--- src/rtl/noc_traffic_pe_if.sv ---
// Flit and credit links between a traffic PE and its NoC port pair.
// The master side is the PE: it drives injected flits and returned credits.
interface noc_traffic_pe_if #(
    parameter int FLIT_W = 39,
    parameter int CRD_W  = 2
);
    logic [FLIT_W-1:0] flit_out;
    logic [FLIT_W-1:0] flit_in;
    logic [CRD_W-1:0]  credit_in;
    logic [CRD_W-1:0]  credit_out;

    modport master (
        output flit_out,
        output credit_out,
        input  flit_in,
        input  credit_in
    );

    modport slave (
        input  flit_out,
        input  credit_out,
        output flit_in,
        output credit_in
    );
endinterface

--- src/rtl/noc_traffic_pe.sv ---
// Credit-aware traffic generator / sink for one NoC user port pair.
// Sends PKT_LEN-flit packets round-robin over VCs, gated by per-VC credits,
// and sinks every received flit, returning one credit per flit.
module noc_traffic_pe #(
    parameter int NUM_VCS         = 2,
    parameter int NUM_RECV_PORTS  = 16,
    parameter int FLIT_DATA_WIDTH = 32,
    parameter int BUF_DEPTH       = 4,
    parameter int PKT_LEN         = 4,
    parameter int INJ_PERIOD      = 10,
    parameter int NUM_PKTS        = 13,
    localparam int VC_W   = (NUM_VCS > 1) ? $clog2(NUM_VCS) : 1,
    localparam int DEST_W = $clog2(NUM_RECV_PORTS),
    localparam int CNT_W  = $clog2(BUF_DEPTH + 1),
    localparam int FLIT_W = 2 + FLIT_DATA_WIDTH + DEST_W + VC_W,
    localparam int IDX_W  = (PKT_LEN > 1) ? $clog2(PKT_LEN) : 1,
    localparam int GAP_W  = (INJ_PERIOD > 0) ? $clog2(INJ_PERIOD + 1) : 1
) (
    input  logic              clk,
    input  logic              rst_n,
    input  logic              en,
    input  logic [DEST_W-1:0] cfg_dest,
    noc_traffic_pe_if.master  net,
    output logic [15:0]       pkts_sent,
    output logic [15:0]       flits_rcvd,
    output logic [15:0]       pkts_rcvd,
    output logic              done,
    output logic              err
);
    typedef enum logic [1:0] {IDLE, GAP, SEND, DONE} state_t;

    state_t                     state_q, state_d;
    logic [GAP_W-1:0]           gap_q, gap_d;
    logic [IDX_W-1:0]           idx_q;
    logic [VC_W-1:0]            cur_vc_q;
    logic [DEST_W-1:0]          dest_q, dest_sel;
    logic [FLIT_DATA_WIDTH-1:0] data_q;
    logic [CNT_W-1:0]           credit_q [NUM_VCS];
    logic [NUM_VCS-1:0]         inc_v, dec_v;
    logic                       send, last, has_credit;
    logic                       crd_vld;
    logic [VC_W-1:0]            crd_vc;
    logic                       rx_vld, rx_tail;
    logic [VC_W-1:0]            rx_vc;
    logic                       rx_unused;

    assign crd_vld    = net.credit_in[VC_W];
    assign crd_vc     = net.credit_in[VC_W-1:0];
    assign rx_vld     = net.flit_in[FLIT_W-1];
    assign rx_tail    = net.flit_in[FLIT_W-2];
    assign rx_vc      = net.flit_in[FLIT_DATA_WIDTH +: VC_W];
    // Destination and payload of received flits are not needed by the sink.
    assign rx_unused  = ^{net.flit_in[FLIT_W-3 -: DEST_W], net.flit_in[FLIT_DATA_WIDTH-1:0]};

    assign last       = (idx_q == IDX_W'(PKT_LEN - 1));
    assign dest_sel   = (idx_q == '0) ? cfg_dest : dest_q;
    assign has_credit = (credit_q[cur_vc_q] != '0);

    // TX state register.
    always_ff @(posedge clk or negedge rst_n) begin
        if (!rst_n) state_q <= IDLE;
        else        state_q <= state_d;
    end

    // TX next state, gap countdown and send decision; en=0 freezes everything.
    always_comb begin
        state_d = state_q;
        gap_d   = gap_q;
        send    = 1'b0;
        case (state_q)
            IDLE: begin
                if (en) begin
                    if (INJ_PERIOD == 0) begin
                        state_d = SEND;
                    end else begin
                        state_d = GAP;
                        gap_d   = GAP_W'(INJ_PERIOD);
                    end
                end
            end
            GAP: begin
                if (en) begin
                    gap_d = gap_q - GAP_W'(1);
                    if (gap_q <= GAP_W'(1)) state_d = SEND;
                end
            end
            SEND: begin
                if (en && has_credit) begin
                    send = 1'b1;
                    if (last) begin
                        if ((NUM_PKTS != 0) && (pkts_sent == 16'(NUM_PKTS - 1))) begin
                            state_d = DONE;
                        end else if (INJ_PERIOD != 0) begin
                            state_d = GAP;
                            gap_d   = GAP_W'(INJ_PERIOD);
                        end
                    end
                end
            end
            default: state_d = state_q;
        endcase
    end

    // Flit emission, packet bookkeeping and round-robin VC selection.
    always_ff @(posedge clk or negedge rst_n) begin
        if (!rst_n) begin
            net.flit_out <= '0;
            gap_q        <= '0;
            idx_q        <= '0;
            cur_vc_q     <= '0;
            dest_q       <= '0;
            data_q       <= '0;
            pkts_sent    <= '0;
            done         <= 1'b0;
        end else begin
            gap_q <= gap_d;
            done  <= (state_d == DONE);
            if (send) begin
                net.flit_out <= {1'b1, last, dest_sel, cur_vc_q, data_q};
                data_q       <= data_q + FLIT_DATA_WIDTH'(1);
                dest_q       <= dest_sel;
                if (last) begin
                    idx_q     <= '0;
                    pkts_sent <= pkts_sent + 16'd1;
                    cur_vc_q  <= (cur_vc_q == VC_W'(NUM_VCS - 1)) ? '0 : cur_vc_q + VC_W'(1);
                end else begin
                    idx_q <= idx_q + IDX_W'(1);
                end
            end else begin
                net.flit_out <= '0;
            end
        end
    end

    // Per-VC credit events for this cycle.
    always_comb begin
        inc_v = '0;
        dec_v = '0;
        for (int v = 0; v < NUM_VCS; v++) begin
            inc_v[v] = crd_vld && (crd_vc == VC_W'(v));
            dec_v[v] = send && (cur_vc_q == VC_W'(v));
        end
    end

    // Credit counters; a return into a full counter saturates and flags err.
    always_ff @(posedge clk or negedge rst_n) begin
        if (!rst_n) begin
            for (int v = 0; v < NUM_VCS; v++) credit_q[v] <= CNT_W'(BUF_DEPTH);
            err <= 1'b0;
        end else begin
            for (int v = 0; v < NUM_VCS; v++) begin
                if (inc_v[v] && !dec_v[v]) begin
                    if (credit_q[v] == CNT_W'(BUF_DEPTH)) err <= 1'b1;
                    else credit_q[v] <= credit_q[v] + CNT_W'(1);
                end else if (dec_v[v] && !inc_v[v]) begin
                    credit_q[v] <= credit_q[v] - CNT_W'(1);
                end
            end
        end
    end

    // Receive sink: one credit back per valid flit, plus flit/packet counters.
    always_ff @(posedge clk or negedge rst_n) begin
        if (!rst_n) begin
            net.credit_out <= '0;
            flits_rcvd     <= '0;
            pkts_rcvd      <= '0;
        end else begin
            net.credit_out <= rx_vld ? {1'b1, rx_vc} : '0;
            if (rx_vld) begin
                flits_rcvd <= flits_rcvd + 16'd1;
                if (rx_tail) pkts_rcvd <= pkts_rcvd + 16'd1;
            end
        end
    end
endmodule

--- src/flat_wrapper.sv ---
// flat-port wrapper written by rule: the top's interface ports become plain ports
module noc_traffic_pe_flat 
#(
    parameter int NUM_VCS         = 2,
    parameter int NUM_RECV_PORTS  = 16,
    parameter int FLIT_DATA_WIDTH = 32,
    parameter int BUF_DEPTH       = 4,
    parameter int PKT_LEN         = 4,
    parameter int INJ_PERIOD      = 10,
    parameter int NUM_PKTS        = 13,
    localparam int VC_W   = (NUM_VCS > 1) ? $clog2(NUM_VCS) : 1,
    localparam int DEST_W = $clog2(NUM_RECV_PORTS),
    localparam int CNT_W  = $clog2(BUF_DEPTH + 1),
    localparam int FLIT_W = 2 + FLIT_DATA_WIDTH + DEST_W + VC_W,
    localparam int IDX_W  = (PKT_LEN > 1) ? $clog2(PKT_LEN) : 1,
    localparam int GAP_W  = (INJ_PERIOD > 0) ? $clog2(INJ_PERIOD + 1) : 1
)
  (clk, rst_n, en, cfg_dest, pkts_sent, flits_rcvd, pkts_rcvd, done, err, net_flit_out, net_credit_out, net_flit_in, net_credit_in);
  noc_traffic_pe_if net_i ();
  input  logic clk;
  input  logic rst_n;
  input  logic en;
  input  logic [DEST_W-1:0] cfg_dest;
  output logic [15:0] pkts_sent;
  output logic [15:0] flits_rcvd;
  output logic [15:0] pkts_rcvd;
  output logic done;
  output logic err;
  output wire logic [$bits(net_i.flit_out)-1:0] net_flit_out;
  output wire logic [$bits(net_i.credit_out)-1:0] net_credit_out;
  input wire logic [$bits(net_i.flit_in)-1:0] net_flit_in;
  input wire logic [$bits(net_i.credit_in)-1:0] net_credit_in;
  assign net_flit_out = net_i.flit_out;
  assign net_credit_out = net_i.credit_out;
  assign net_i.flit_in = net_flit_in;
  assign net_i.credit_in = net_credit_in;
  noc_traffic_pe #(.NUM_VCS(NUM_VCS), .NUM_RECV_PORTS(NUM_RECV_PORTS), .FLIT_DATA_WIDTH(FLIT_DATA_WIDTH), .BUF_DEPTH(BUF_DEPTH), .PKT_LEN(PKT_LEN), .INJ_PERIOD(INJ_PERIOD), .NUM_PKTS(NUM_PKTS)) u_core (.clk(clk), .rst_n(rst_n), .en(en), .cfg_dest(cfg_dest), .net(net_i), .pkts_sent(pkts_sent), .flits_rcvd(flits_rcvd), .pkts_rcvd(pkts_rcvd), .done(done), .err(err));
endmodule
--- config.mk ---
export PLATFORM = sky130hd
export DESIGN_NAME = noc_traffic_pe_flat
export DESIGN_NICKNAME = d
export VERILOG_FILES = /design/src/rtl/noc_traffic_pe_if.sv /design/src/rtl/noc_traffic_pe.sv /design/src/flat_wrapper.sv
export SDC_FILE = /design/constraint.sdc
export NUM_CORES = 1
export LEC_CHECK = 0
export ABC_AREA = 1
export BUFFER_PORTS_ARGS = -buffer_cell sky130_fd_sc_hd__buf_2
export CORE_MARGIN = 2
export CORE_UTILIZATION = 30
export CTS_BUF_LIST = sky130_fd_sc_hd__clkbuf_2
export CTS_CLUSTER_DIAMETER = 100
export CTS_CLUSTER_SIZE = 24
export DETAILED_ROUTE_END_ITERATION = 12
export GPL_TIMING_DRIVEN = 0
export SLEW_MARGIN = 20
export SYNTH_ARGS = -nofsm -noshare
export SYNTH_HDL_FRONTEND = slang
export SYNTH_SLANG_ARGS = --single-unit
--- constraint.sdc ---
create_clock -name clk -period 4.7 [get_ports clk]
set_input_delay 0.94 -clock clk [delete_from_list [all_inputs] [get_ports clk]]
set_output_delay 0.94 -clock clk [all_outputs]
set_load 0.01 [all_outputs]
==> out/qor.json <==
{
  "multi_input_area_mm2": 0.00245,
  "netlist-cell-type-count": 32,
  "rsz0062_at_grt": "no",
  "min_period_ns": 2.36,
  "row_count": 53,
  "final_layout_size_suffix_gt1_share_pct": 19.7,
  "clockBufferDepth": 2,
  "floorplan.die_area_mm2": 0.0226,
  "max_freq_ghz": 0.424,
  "finalSetupViolCount": 0,
  "final-hold-violation-count": 0,
  "syn_area_mm2": 0.00643,
  "grt_antenna_before_repair": 1,
  "area_delta_synth_final_pct": 18.0,
  "synth_cells": 703,
  "worst_path_dominant_cell_family": "flip-flops",
  "power.density_mw_per_mm2": 443,
  "worstPathArrival_ns": 1.42,
  "ctsHtreeMaxLevel": 4,
  "sw_ratio_pct": 37.1,
  "finalCritPeriodShare_pct": 50.2,
  "finish.net_count": 884,
  "share_clk_of_total_power_pct": 23.0,
  "place_congestion": 0.794,
  "warnings_synthesis": 0,
  "vias_in_the_first_global_route": 4605,
  "largest_cells_by_area_after_synthesis": "dfrtp_1, nand2_1, xor2_1",
  "worst_path_max_delay_cell": "dfrtp_1",
  "ff_latch_area_mm2": 0.00356,
  "maximum_number_of_pins_on_one_net_before_global_route_repair": 73,
  "drtIter0Drc": 217,
  "postSynthAreaPerCell_um2": 9.15,
  "route.antenna.remaining_nets": 0,
  "cts_sinks": 142,
  "internal-power_mw": 2.12,
  "postLayoutCoreUtil_pct": 36.1,
  "worstSkewPairLatency_ns": 0.73,
  "post_layout_nonfiller_instances": 1114,
  "worstPathBufferInverterCount": 1,
  "globalRouteTotalUtil_pct": 13.0,
  "place_hpwl_um": 9910,
  "power.share.sequential_pct": 49.7,
  "critical_path.endpoint_type": "output pin",
  "routed_via_density": 4.29,
  "clock_tree.root_cell": "clkbuf_2",
  "cts.clk_slew.worst_paths_ns": 0.23,
  "setup.worst_path.class": "reg -> out",
  "nFillCells": 2183,
  "ctsResizeCount": 0,
  "worstMarginPinSlew_ns": 0.557,
  "timing.final.max_slew_violations": 0,
  "slew-limit-headroom_pct": 62.9,
  "ctsHoldBuffers": 0,
  "grt-ovfl-total": 0,
  "tritoncts": "done",
  "critical_path.cell_chain": "buf_2",
  "finClkSkew_ns": 0.0500,
  "wire_length_of_the_first_global_routing_pass_um": 23000,
  "detail_route.wirelength_um": 13700,
  "drcViolationCount": 0,
  "leakage_nw": 4.05,
  "finalSetupTns_ns": 0,
  "die_h_um": 150,
  "design.portCount": 139,
  "buffer_ports.inserted": 102,
  "route.vias.total": 4779,
  "timing.max_cap.violations": 0,
  "dr.pass1.iters": 4,
  "fp.dieW_um": 150,
  "combPwrFrac_pct": 27.3,
  "hp-class": "in -> async",
  "critical_path.max_fanout": 6,
  "run_status": "complete, no violations",
  "post_cts_buffers": 0,
  "core_area_mm2": 0.0210,
  "vdd_drop_max_v": 0.000153,
  "post_synthesis_sequential_area_ratio_pct": 55.3,
  "crit_required_ns": 3.76,
  "synth_largest_type_area_fraction_pct": 54.5,
  "synth_top_cell_by_area": "dfrtp_1",
  "timing.critical_path.from_type": "flip-flop",
  "total_switching_power_mw": 1.25,
  "place.detailed.instances": 1081,
  "starting_density_pct": 30.6,
  "r2r_setup_slack_ns": 2.60,
  "critical-path-max-stage-delay_ns": 0.52,
  "syn_nets": 762,
  "wl_per_cell_um": 12.3,
  "synth_seq_cells": 142,
  "cts_inserted_buffers": 17
}
worst paths after layout:
kind	start	endpoint	cells past startpoint
max in group asynchronous	rst_n	u_core.credit_q[5]	2
setup / recovery	u_core.pkts_sent[7]	pkts_sent[7]	1
hold / removal	rst_n	u_core.pkts_sent[14]	1
setup reg to reg	u_core.credit_q[2]	u_core.credit_q[5]	14
hold reg to reg	u_core.pkts_rcvd[15]	u_core.pkts_rcvd[15]	1
min in group clk	net_flit_in[38]	u_core.net.credit_out[1]	1
flip-flops by register name, indices dropped and copies added, names as in the netlist, 2 cells and up:
| signal | flops |
|---|---|
| u_core.gap_q | 4 |
| u_core.idx_q | 2 |
| u_core.state_q | 2 |
| u_core.pkts_sent | 16 |
| u_core.net.credit_out | 2 |
| u_core.credit_q | 6 |
| u_core.pkts_rcvd | 16 |
| u_core.flits_rcvd | 16 |
| u_core.data_q | 32 |
| u_core.dest_q | 4 |
| u_core.net.flit_out | 39 |
per-stage QoR:
stage          hold slack [ns]  power [mW]  area [um2]  setup slack, ns
2_1_floorplan            0.452        2.30        6430             2.53
3_3_place_gp             0.456        2.60        7290            0.491
3_5_place_dp             0.463        2.63        7330             2.23
4_1_cts                 0.0631        3.43        7590             2.22
5_1_grt                 0.0721        3.66        7590             2.19
6_report                 0.131        3.37        7590             2.34
routing by layer:
layer  global-route usage, %  part of all wire [%]
met2                    20.3                    46
met4                    4.67                   1.6
met5                       0                     0
met3                    3.09                   4.1
met1                    17.6                    49
power groups by stage:
stage	Combinational, mW	Clock (mW)	Sequential, mW
4_1_cts	0.937	0.821	1.68
3_5_place_dp	0.931	0	1.70
2_1_floorplan	0.588	0	1.71
3_3_place_gp	0.907	0	1.69
6_report	0.919	0.773	1.67
5_1_grt	1.07	0.876	1.71
logic make-up (layout without fill, tap and decap cells):
family,Yosys count,count (layout),share of synthesized area [%]
buffers and inverters,109,244,6.59
AOI/OAI and AO/OA,34,34,2.82
and+or+nand+nor,327,327,22.2
muxes,4,4,0.622
other,0,1,0
adders and majority gates,11,11,2.14
DFF,142,142,55.3
xor gates and xnor gates,76,76,10.3
layout make-up:
type	instances	share of cell area (%)
Antenna cell	1	0.0330
Buffer	10	0.692
Clock buffer	19	1.25
Clock inverter	13	2.18
Inverter	99	4.90
Multi-Input combinational cell	452	32.3
Sequential cell	142	46.9
Tap cell	275	4.53
Timing Repair Buffer	103	7.22
cells in the mapped netlist:
| cell type | n |
|---|---|
| or2_1 | 1 |
| nor2_2 | 5 |
| buf_2 | 6 |
| nand2_4 | 1 |
| nor3b_1 | 1 |
| mux2i_1 | 4 |
| ha_1 | 11 |
| o211ai_1 | 1 |
| nor2_1 | 89 |
| dfrtp_1 | 140 |
| nor3_2 | 5 |
| nand2_1 | 146 |
| nor3_1 | 23 |
| xnor2_1 | 14 |
| o21ai_2 | 2 |
| a21oi_1 | 6 |
| nor2_8 | 1 |
| o21ai_0 | 24 |
| o22ai_1 | 1 |
| inv_1 | 97 |
| clkbuf_1 | 1 |
| or2_0 | 2 |
| buf_1 | 1 |
| nand4_1 | 11 |
| nor4_1 | 3 |
| nand3_1 | 35 |
| nand2_2 | 3 |
| inv_2 | 2 |
| xor2_1 | 62 |
| buf_4 | 2 |
| dfstp_2 | 2 |
| nor2_4 | 1 |
placed cells by master (no fill, tap or decap), types with 3 or more instances in the layout:
cell,instances
nand2_1,146
dfrtp_1,140
buf_2,107
inv_1,97
nor2_1,89
xor2_1,62
nand3_1,35
o21ai_0,24
nor3_1,23
clkbuf_2,19
xnor2_1,14
nand4_1,11
ha_1,11
a21oi_1,6
nor2_2,5
nor3_2,5
mux2i_1,4
clkinvlp_4,4
nor4_1,3
nand2_2,3
bufinv_16,3
No activity file was read; power rests on OpenSTA's default activity.
